File: config.mk
export PLATFORM = sky130hd
export DESIGN_NAME = bit_serial_mult_driver_flat
export DESIGN_NICKNAME = d
export VERILOG_FILES = /design/src/rtl/bit_serial_mult_driver_if.sv /design/src/rtl/bit_serial_mult_driver.sv /design/src/flat_wrapper.sv
export SDC_FILE = /design/constraint.sdc
export NUM_CORES = 1
export LEC_CHECK = 0
export CAP_MARGIN = 15
export CORE_AREA = 2 2 66 68
export CTS_BUF_LIST = sky130_fd_sc_hd__clkbuf_4 sky130_fd_sc_hd__clkbuf_8 sky130_fd_sc_hd__clkbuf_16
export DETAILED_ROUTE_END_ITERATION = 8
export DIE_AREA = 0 0 68 70
export PLACE_DENSITY = 0.66
export SLEW_MARGIN = 20
export SYNTH_ARGS = -nofsm -noshare
export SYNTH_HDL_FRONTEND = slang
export SYNTH_SLANG_ARGS = --single-unit
File: constraint.sdc
create_clock -name clk -period 3.9 [get_ports clk]
set_input_delay 0.585 -clock clk [delete_from_list [all_inputs] [get_ports clk]]
set_output_delay 0.585 -clock clk [all_outputs]
set_load 0.005 [all_outputs]
File: src/rtl/bit_serial_mult_driver_if.sv
// Operand/result handshake and serial multiplier link for bit_serial_mult_driver.
// The master side is the operand source, result sink and serial multiplier.
interface bit_serial_mult_driver_if #(
    parameter int N = 4
);
    localparam int K = 2 * N;

    logic         in_valid;
    logic         in_ready;
    logic [N-1:0] in_a;
    logic [N-1:0] in_b;
    logic         out_valid;
    logic         out_ready;
    logic [K-1:0] out_p;
    logic         x;
    logic         y;
    logic         first_bit;
    logic         last_bit;
    logic         p;

    modport master (
        output in_valid, in_a, in_b, out_ready, p,
        input  in_ready, out_valid, out_p, x, y, first_bit, last_bit
    );

    modport slave (
        input  in_valid, in_a, in_b, out_ready, p,
        output in_ready, out_valid, out_p, x, y, first_bit, last_bit
    );
endinterface

File: src/rtl/bit_serial_mult_driver.sv
// Serializes a signed operand pair LSB-first into a bit-serial multiplier and
// collects the returned product bits into a parallel 2N-bit result.
//
// state | meaning
// IDLE  | waiting for an operand pair, in_ready high
// SHIFT | K serial cycles, product bit p captured each cycle
// FLUSH | 2 cycles with sign bits held, p ignored
// DONE  | result presented until out_ready
module bit_serial_mult_driver #(
    parameter int N = 4
) (
    input  logic                     clk,
    input  logic                     reset,
    bit_serial_mult_driver_if.slave  bus
);
    localparam int K  = 2 * N;
    localparam int CW = $clog2(K);
    localparam int IW = $clog2(N);

    typedef enum logic [1:0] {IDLE, SHIFT, FLUSH, DONE} state_t;

    state_t          state_q, state_d;
    logic [CW-1:0]   cnt_q, cnt_d;
    logic [N-1:0]    a_q, a_d;
    logic [N-1:0]    b_q, b_d;
    logic [K-1:0]    result_q, result_d;
    logic [K-1:0]    out_p_q, out_p_d;
    logic            x_q, x_d;
    logic            y_q, y_d;
    logic            first_q, first_d;
    logic            last_q, last_d;
    logic            in_ready_q, in_ready_d;
    logic            out_valid_q, out_valid_d;
    logic [IW-1:0]   sel;

    always_ff @(posedge clk) begin
        if (reset) begin
            state_q     <= IDLE;
            cnt_q       <= '0;
            a_q         <= '0;
            b_q         <= '0;
            result_q    <= '0;
            out_p_q     <= '0;
            x_q         <= 1'b0;
            y_q         <= 1'b0;
            first_q     <= 1'b0;
            last_q      <= 1'b1;
            in_ready_q  <= 1'b1;
            out_valid_q <= 1'b0;
        end else begin
            state_q     <= state_d;
            cnt_q       <= cnt_d;
            a_q         <= a_d;
            b_q         <= b_d;
            result_q    <= result_d;
            out_p_q     <= out_p_d;
            x_q         <= x_d;
            y_q         <= y_d;
            first_q     <= first_d;
            last_q      <= last_d;
            in_ready_q  <= in_ready_d;
            out_valid_q <= out_valid_d;
        end
    end

    always_comb begin
        state_d  = state_q;
        cnt_d    = cnt_q;
        a_d      = a_q;
        b_d      = b_q;
        result_d = result_q;
        out_p_d  = out_p_q;
        case (state_q)
            IDLE: begin
                if (bus.in_valid && in_ready_q) begin
                    state_d = SHIFT;
                    cnt_d   = '0;
                    a_d     = bus.in_a;
                    b_d     = bus.in_b;
                end
            end
            SHIFT: begin
                result_d[cnt_q] = bus.p;
                if (cnt_q == CW'(K - 1)) begin
                    state_d = FLUSH;
                    cnt_d   = '0;
                end else begin
                    cnt_d = cnt_q + 1'b1;
                end
            end
            FLUSH: begin
                if (cnt_q == CW'(1)) begin
                    state_d = DONE;
                    cnt_d   = '0;
                    out_p_d = result_q;
                end else begin
                    cnt_d = cnt_q + 1'b1;
                end
            end
            DONE: begin
                if (out_valid_q && bus.out_ready) begin
                    state_d = IDLE;
                end
            end
            default: state_d = IDLE;
        endcase
    end

    // Outputs are registered, so they are computed from the upcoming state and count.
    always_comb begin
        sel = IW'(N - 1);
        if (state_d == SHIFT && cnt_d < CW'(N - 1)) begin
            sel = IW'(cnt_d);
        end
        x_d = 1'b0;
        y_d = 1'b0;
        if (state_d == SHIFT || state_d == FLUSH) begin
            x_d = a_d[sel];
            y_d = b_d[sel];
        end
        first_d     = (state_d == SHIFT) && (cnt_d == '0);
        last_d      = !(state_d == SHIFT || state_d == FLUSH);
        in_ready_d  = (state_d == IDLE);
        out_valid_d = (state_d == DONE);
    end

    assign bus.in_ready  = in_ready_q;
    assign bus.out_valid = out_valid_q;
    assign bus.out_p     = out_p_q;
    assign bus.x         = x_q;
    assign bus.y         = y_q;
    assign bus.first_bit = first_q;
    assign bus.last_bit  = last_q;
endmodule

File: src/flat_wrapper.sv
// flat-port wrapper written by rule: the top's interface ports become plain ports
module bit_serial_mult_driver_flat 
#(
    parameter int N = 4
)
  (clk, reset, bus_in_valid, bus_in_a, bus_in_b, bus_out_ready, bus_p, bus_in_ready, bus_out_valid, bus_out_p, bus_x, bus_y, bus_first_bit, bus_last_bit);
  bit_serial_mult_driver_if #(.N(N)) bus_i ();
  input  logic clk;
  input  logic reset;
  input wire logic [$bits(bus_i.in_valid)-1:0] bus_in_valid;
  input wire logic [$bits(bus_i.in_a)-1:0] bus_in_a;
  input wire logic [$bits(bus_i.in_b)-1:0] bus_in_b;
  input wire logic [$bits(bus_i.out_ready)-1:0] bus_out_ready;
  input wire logic [$bits(bus_i.p)-1:0] bus_p;
  output wire logic [$bits(bus_i.in_ready)-1:0] bus_in_ready;
  output wire logic [$bits(bus_i.out_valid)-1:0] bus_out_valid;
  output wire logic [$bits(bus_i.out_p)-1:0] bus_out_p;
  output wire logic [$bits(bus_i.x)-1:0] bus_x;
  output wire logic [$bits(bus_i.y)-1:0] bus_y;
  output wire logic [$bits(bus_i.first_bit)-1:0] bus_first_bit;
  output wire logic [$bits(bus_i.last_bit)-1:0] bus_last_bit;
  assign bus_i.in_valid = bus_in_valid;
  assign bus_i.in_a = bus_in_a;
  assign bus_i.in_b = bus_in_b;
  assign bus_i.out_ready = bus_out_ready;
  assign bus_i.p = bus_p;
  assign bus_in_ready = bus_i.in_ready;
  assign bus_out_valid = bus_i.out_valid;
  assign bus_out_p = bus_i.out_p;
  assign bus_x = bus_i.x;
  assign bus_y = bus_i.y;
  assign bus_first_bit = bus_i.first_bit;
  assign bus_last_bit = bus_i.last_bit;
  bit_serial_mult_driver #(.N(N)) u_core (.clk(clk), .reset(reset), .bus(bus_i));
endmodule
# Word-level counts from Yosys, hierarchy flattened
# Cells that the tools add are included.
# totals
reg_bits,35
in_bits,13
output_inout_bits,14
# op_classes
addsub,1
n_reduce_logical,12
muxes,21
eq_ne,8
order_cmp,4
n_bitwise,1
# ops
op,count
$mux W4,4
$mux W2,5
$mux W3,3
$pmux W3 S3,1
$bwmux W8,1
$eq A2 B2 Y1 const B,4
$pmux W2 S4,1
$logic_and A1 B1 Y1,5
$bmux W1 S2,2
$eq A2 B1 Y1 const B,2
$logic_not A2 Y1,2
$lt A3 B4 Y1 const B,1
$add A3 B1 Y3 const B,1
$demux W1 S3,1
$eq A3 B1 Y1 const B,1
$eq A3 B3 Y1 const B,1
$ge A3 B1 Y1 const B,1
$logic_not A3 Y1,1
$lt A2 B3 Y1 const B,1
$lt A3 B2 Y1 const B,1
$mux W1,3
$reduce_and A2 Y1,1
$reduce_or A2 Y1,1
$logic_not A1 Y1,1
2 further kinds,2

# Logic depth before layout (Yosys ltp)
# depth
word_depth,8
mapped_depth,12

# Worst setup path after synthesis
# Ideal clock, no wire load.
# synth_timing
path_kind,reg-to-reg
startpoint,register u_core.cnt_q[1]
endpoint,register u_core.y_q (netlist: u_core.bus.y)
arrival_time_ns,2.600
path_slack_ns,1.164
required_ns,3.765
path_buffers,0
setup_time_ns,0.135
period_less_slack_ns,2.736
stages_incl_launch_ff,13
cell_sequence,dfxtp_1 -> inv_1 -> ha_1 -> nand2b_4 -> nor2_1 -> o22ai_1 -> inv_1 -> ha_1 -> o21ai_1 -> nor3_4 -> and2b_1 -> a2111oi_0 -> nor4_1
# synth_between
elab_chain_cells,8
# synth_lines
element,line,source
"start, declared",bit_serial_mult_driver.sv:23,"logic [CW-1:0] cnt_q, cnt_d;"
"start signal, assigned",bit_serial_mult_driver.sv:52,cnt_q <= cnt_d;
$eq A3 B1 Y1 / $eq A3 B3 Y1 (equally long branches),"bit_serial_mult_driver.sv:92, bit_serial_mult_driver.sv:84",
$mux W2 (on tied branches),"bit_serial_mult_driver.sv:92, bit_serial_mult_driver.sv:84",
$pmux W2 S4 (*),bit_serial_mult_driver.sv:73,case (state_q)
via u_core.state_d[0],bit_serial_mult_driver.sv:22,"state_t state_q, state_d;"
$eq A2 B1 Y1,"bit_serial_mult_driver.sv:112, bit_serial_mult_driver.sv:117",
$logic_and A1 B1 Y1,bit_serial_mult_driver.sv:112,if (state_d == SHIFT && cnt_d < CW'(N - 1)) begin
$mux W2,bit_serial_mult_driver.sv:112,
$bmux W1 S2,bit_serial_mult_driver.sv:119,y_d = b_d[sel];
$mux W1 (not written as such),bit_serial_mult_driver.sv:119,
"end signal, assigned",bit_serial_mult_driver.sv:58,y_q <= y_d;
"end, declared",bit_serial_mult_driver.sv:29,"logic y_q, y_d;"
# Mark *: on every way through the listed nets, which the timed path passes. The rest lies on a longest branch. The select of a mux whose other input is x is not followed.
# A chain may end at the register's enable or synchronous reset.

# Worst setup path in the final report
# layout_timing
startpoint,register u_core.cnt_q[0]
endpoint,register u_core.y_q (netlist: u_core.bus.y)
# Same word-level chain as after synthesis.

==> metrics.log <==
[metrics] nature of the critical path startpoint: flip-flop
[metrics] root buffer selected by CTS: clkbuf_8
[metrics] flip-flop and latch count after synthesis: 35
[metrics] count of pins over their slew limit: 0
[metrics] combinational group share of total power: 16.3%
[metrics] clock latency on the worst-skew pair: 0.29 ns
[metrics] worst reg2reg setup slack: 0.75 ns
[metrics] portion of total power attributed to sequential cells: 49.6%
[metrics] beginning of the worst register-to-register path: u_core.cnt_q[0]$_SDFF_PP0_
[metrics] die footprint: 4760 µm²
[metrics] Antenna diodes: 0
[metrics] final cycle utilization of the critical path: 80.8%
[metrics] Vert. Die Dim: 70 µm
[metrics] cell count after synthesis: 208
[metrics] Hold EP: u_core.bus.out_p[5]$_SDFFE_PP0P_
[metrics] pin count of the biggest net entering global routing: 34
[metrics] final setup violating endpoints: 0
[metrics] hold-fix buffers at CTS: 0
[metrics] Area growth, synth to finish: 21.8%
[metrics] Peak VDD IR: 0.000238 V
[metrics] worst-case hold slack: 0.452 ns
[metrics] source of the worst hold timing path: u_core.result_q[5]$_SDFFE_PP0P_
[metrics] vias: 1,464
[metrics] total chip power: 0.777 mW
[metrics] DRT Wirelength: 3670 µm
[metrics] f_max: 0.317 GHz
[metrics] area of the mapped netlist: 1740 µm²
[metrics] part of the power in the clock network: 34.1%
[metrics] number of distinct library cell variants in the gate-level netlist after synthesis: 41
[metrics] pin slew with the least headroom to its limit: 0.637 ns
[metrics] leading cell type in the layout, fill and taps excluded: nand2_1
[metrics] CORE AREA: 4140 µm²
[metrics] slowest cell on the critical path: dfxtp_1
[metrics] clock tree from TritonCTS: done
[metrics] number of nets in the synthesized netlist: 228
[metrics] share of post-route cells with drive strength above 1: 9.79%
[metrics] setup repair after global routing missed its margin: no
[metrics] Clk pin slew, worst setup/hold paths: 0.07 ns
[metrics] Max Fanout on Critical Path: 12
[metrics] starting utilization of the core area: 42.1%
[metrics] data required time of the critical path: 4.07 ns
[metrics] setup clock skew after layout: 0.0116 ns
[metrics] HPWL after detailed placement: 2530 µm
[metrics] Die X-Extent: 68 µm
[metrics] Congestion Overflow GR: 0
[metrics] input/output buffers: 26
[metrics] buffer count from post-CTS setup fixing: 0
[metrics] leakage power of the design: 0.823 nW
[metrics] via count normalized by instance count: 5.10
[metrics] total of warnings raised by yosys: 0
[metrics] capturing point of the worst reg2reg path: u_core.bus.y$_SDFF_PP0_
[metrics] type of the most critical hold path: flip-flop to flip-flop
[metrics] post-cts gate resize count: 0
[metrics] switching power share of the total: 26.5%
[metrics] mean area per synthesized cell: 8.38 µm²
[metrics] H-Tree Level Count: 2
[metrics] highest-count cells in the layout ignoring fill and taps: nand2_1, dfxtp_1, clkdlybuf4s50_1
[metrics] Setup Total Neg Slack: 0 ns
[metrics] number of antenna violations at the first check in global routing: 0
[metrics] category of the worst setup path capture point: flip-flop
[metrics] Tot GR Track Use: 16.7%
[metrics] clock sink count: 35
[metrics] internal power component: 0.571 mW
[metrics] Num CTS Buffers: 5
[metrics] power dissipated by switching net loads: 0.206 mW
[metrics] Total Nets Final: 254
[metrics] series of cell instances along the critical path: ha_1 -> nand3_1 -> o21ai_0 -> o22ai_1 -> inv_1 -> ha_1 -> o21ai_1 -> nor3_4 -> and2b_1 -> a2111oi_0 -> nor4_1
[metrics] Arr. time, crit path: 3.32 ns
[metrics] Setup CP Type: flip-flop to flip-flop
[metrics] Critical Path Max Stage Delay: 0.57 ns
[metrics] Remaining DRCs: 0
[metrics] Max-slew headroom: 57.2%
[metrics] first-pass GRT wire length: 6160 µm
[metrics] WHS Path Cells: 2
[metrics] clk buf depth: 2
[metrics] sequential share of the synthesized area: 40.2%
[metrics] I/O pin count: 27
[metrics] outcome: completed
[metrics] number of placement rows: 24
[metrics] via count of the first global-routing pass: 1,323
[metrics] first-pass iteration count of the detailed router: 4
[metrics] cell depth of the worst flop-to-flop path: 11
[metrics] detailed router's first-iteration violation count: 114
[metrics] core occupancy in the finished layout: 51.2%
[metrics] DRT antenna net count: 0
[metrics] minimum clock period after layout: 3.15 ns
[metrics] max-capacitance violation count: 0
[metrics] weighted congestion at the end of routability-driven global placement: 0.894
[metrics] average detailed-routed wire length per instance: 12.8 µm
[metrics] cell with the most instances on the worst path: ha_1
[metrics] power density cells: 366 nW/µm²
[metrics] Critical Path Source: u_core.cnt_q[0]$_SDFF_PP0_
[metrics] final hold violations: 0
[metrics] number of fillers in the final layout: 409
[area by class of cell]
type | instances | area, µm² | share of cell area (%)
Inverter | 6 | 22.5 | 1.06
Clock inverter | 1 | 5.00 | 0.236
Sequential cell | 35 | 701 | 33.0
Tap cell | 52 | 65.1 | 3.07
Clock buffer | 7 | 83.8 | 3.95
Multi-Input combinational cell | 156 | 955 | 45.0
Timing Repair Buffer | 30 | 290 | 13.7
[registers in the layout (all words and copies together), names as in the netlist]
name,flops
u_core.state_q,2
u_core.a_q,4
u_core.cnt_q,3
u_core.bus.y,1
u_core.b_q,4
u_core.bus.out_p,8
u_core.bus.out_valid,1
u_core.bus.last_bit,1
u_core.bus.x,1
u_core.bus.first_bit,1
u_core.bus.in_ready,1
u_core.result_q,8
[logic make-up after synthesis]
group,count (synthesis),share of synthesized area [%]
AOI/OAI and AO/OA,47,17.7
muxes,12,6.96
buffers and inverters,17,5.02
and+or+nand+nor,90,25.1
adders and majority gates,7,5.02
DFF,35,40.2
[power by group through the flow]
stage / combinational (mW) / clock (mW) / sequential, mW
after floorplan: 0.0920 / 0 / 0.387
after global placement: 0.125 / 0 / 0.393
after detailed placement: 0.126 / 0 / 0.394
after CTS: 0.127 / 0.270 / 0.386
after global routing: 0.141 / 0.285 / 0.388
final: 0.126 / 0.265 / 0.386
[routing by layer]
metal	global-route usage, %	up-vias	share of wire, %
met3	4.67	6	4.7
met1	23.1	653	49
li1	-	772	-
met5	0	-	0
met2	24.6	33	45
met4	6.00	0	1.4
[cell usage after synthesis (all sizes together)]
| cell type | n | area [µm²] |
|---|---|---|
| buf | 4 | 38.8 |
| a31oi | 2 | 12.5 |
| nor2b | 3 | 26.3 |
| o211ai | 1 | 7.51 |
| nand2 | 42 | 158 |
| nor3 | 5 | 36.3 |
| nand2b | 3 | 28.8 |
| a2111oi | 4 | 36.3 |
| nand3 | 7 | 35.0 |
| or3 | 1 | 6.26 |
| a211oi | 1 | 12.5 |
| a21o | 1 | 7.51 |
| a2bb2oi | 1 | 26.3 |
| a32oi | 1 | 8.76 |
| a21oi | 24 | 124 |
| or2 | 2 | 12.5 |
| o21ai | 5 | 25.0 |
| mux2i | 11 | 110 |
| nand4 | 1 | 6.26 |
| ha | 7 | 87.6 |
| mux2 | 1 | 11.3 |
| and2b | 5 | 37.5 |
| clkbuf | 7 | 26.3 |
| o22ai | 5 | 31.3 |
| a22oi | 1 | 7.51 |
| a31o | 1 | 8.76 |
| and3 | 1 | 6.26 |
| nor4 | 1 | 6.26 |
| and3b | 1 | 8.76 |
| nor2 | 18 | 70.1 |
| inv | 6 | 22.5 |
| dfxtp | 35 | 701 |
[worst max-delay path: cells and delay by family, from the launching register on]
family	cells	cell delay, ns
DFF	1	0.57
buffers and inverters	1	0.12
AOI/OAI and AO/OA	4	0.81
adders and majority gates	2	0.49
and+or+nand+nor	4	1.04
[how the worst max path moves through the flow]
stage                         endpoint  slack, ns  cells after the start
2_1_floorplan  u_core.bus.y$_SDFF_PP0_       1.16                     12
3_3_place_gp   u_core.bus.y$_SDFF_PP0_       0.83                     11
3_5_place_dp   u_core.bus.x$_SDFF_PP0_       0.73                     11
4_1_cts        u_core.bus.x$_SDFF_PP0_       0.72                     11
5_1_grt        u_core.bus.x$_SDFF_PP0_       0.36                     10
6_report       u_core.bus.y$_SDFF_PP0_       0.75                     11
[metrics by stage]
| stage | worst slack [ns] | cell area [µm²] | instances |
|---|---|---|---|
| CTS | 0.716 | 2120 | 287 |
| global placement | 0.833 | 2030 | 279 |
| floorplan | 1.16 | 1740 | 208 |
| global route | 0.358 | 2120 | 287 |
| detailed placement | 0.734 | 2030 | 279 |
| finish | 0.749 | 2120 | 287 |
No activity file was read; power rests on OpenSTA's default activity.
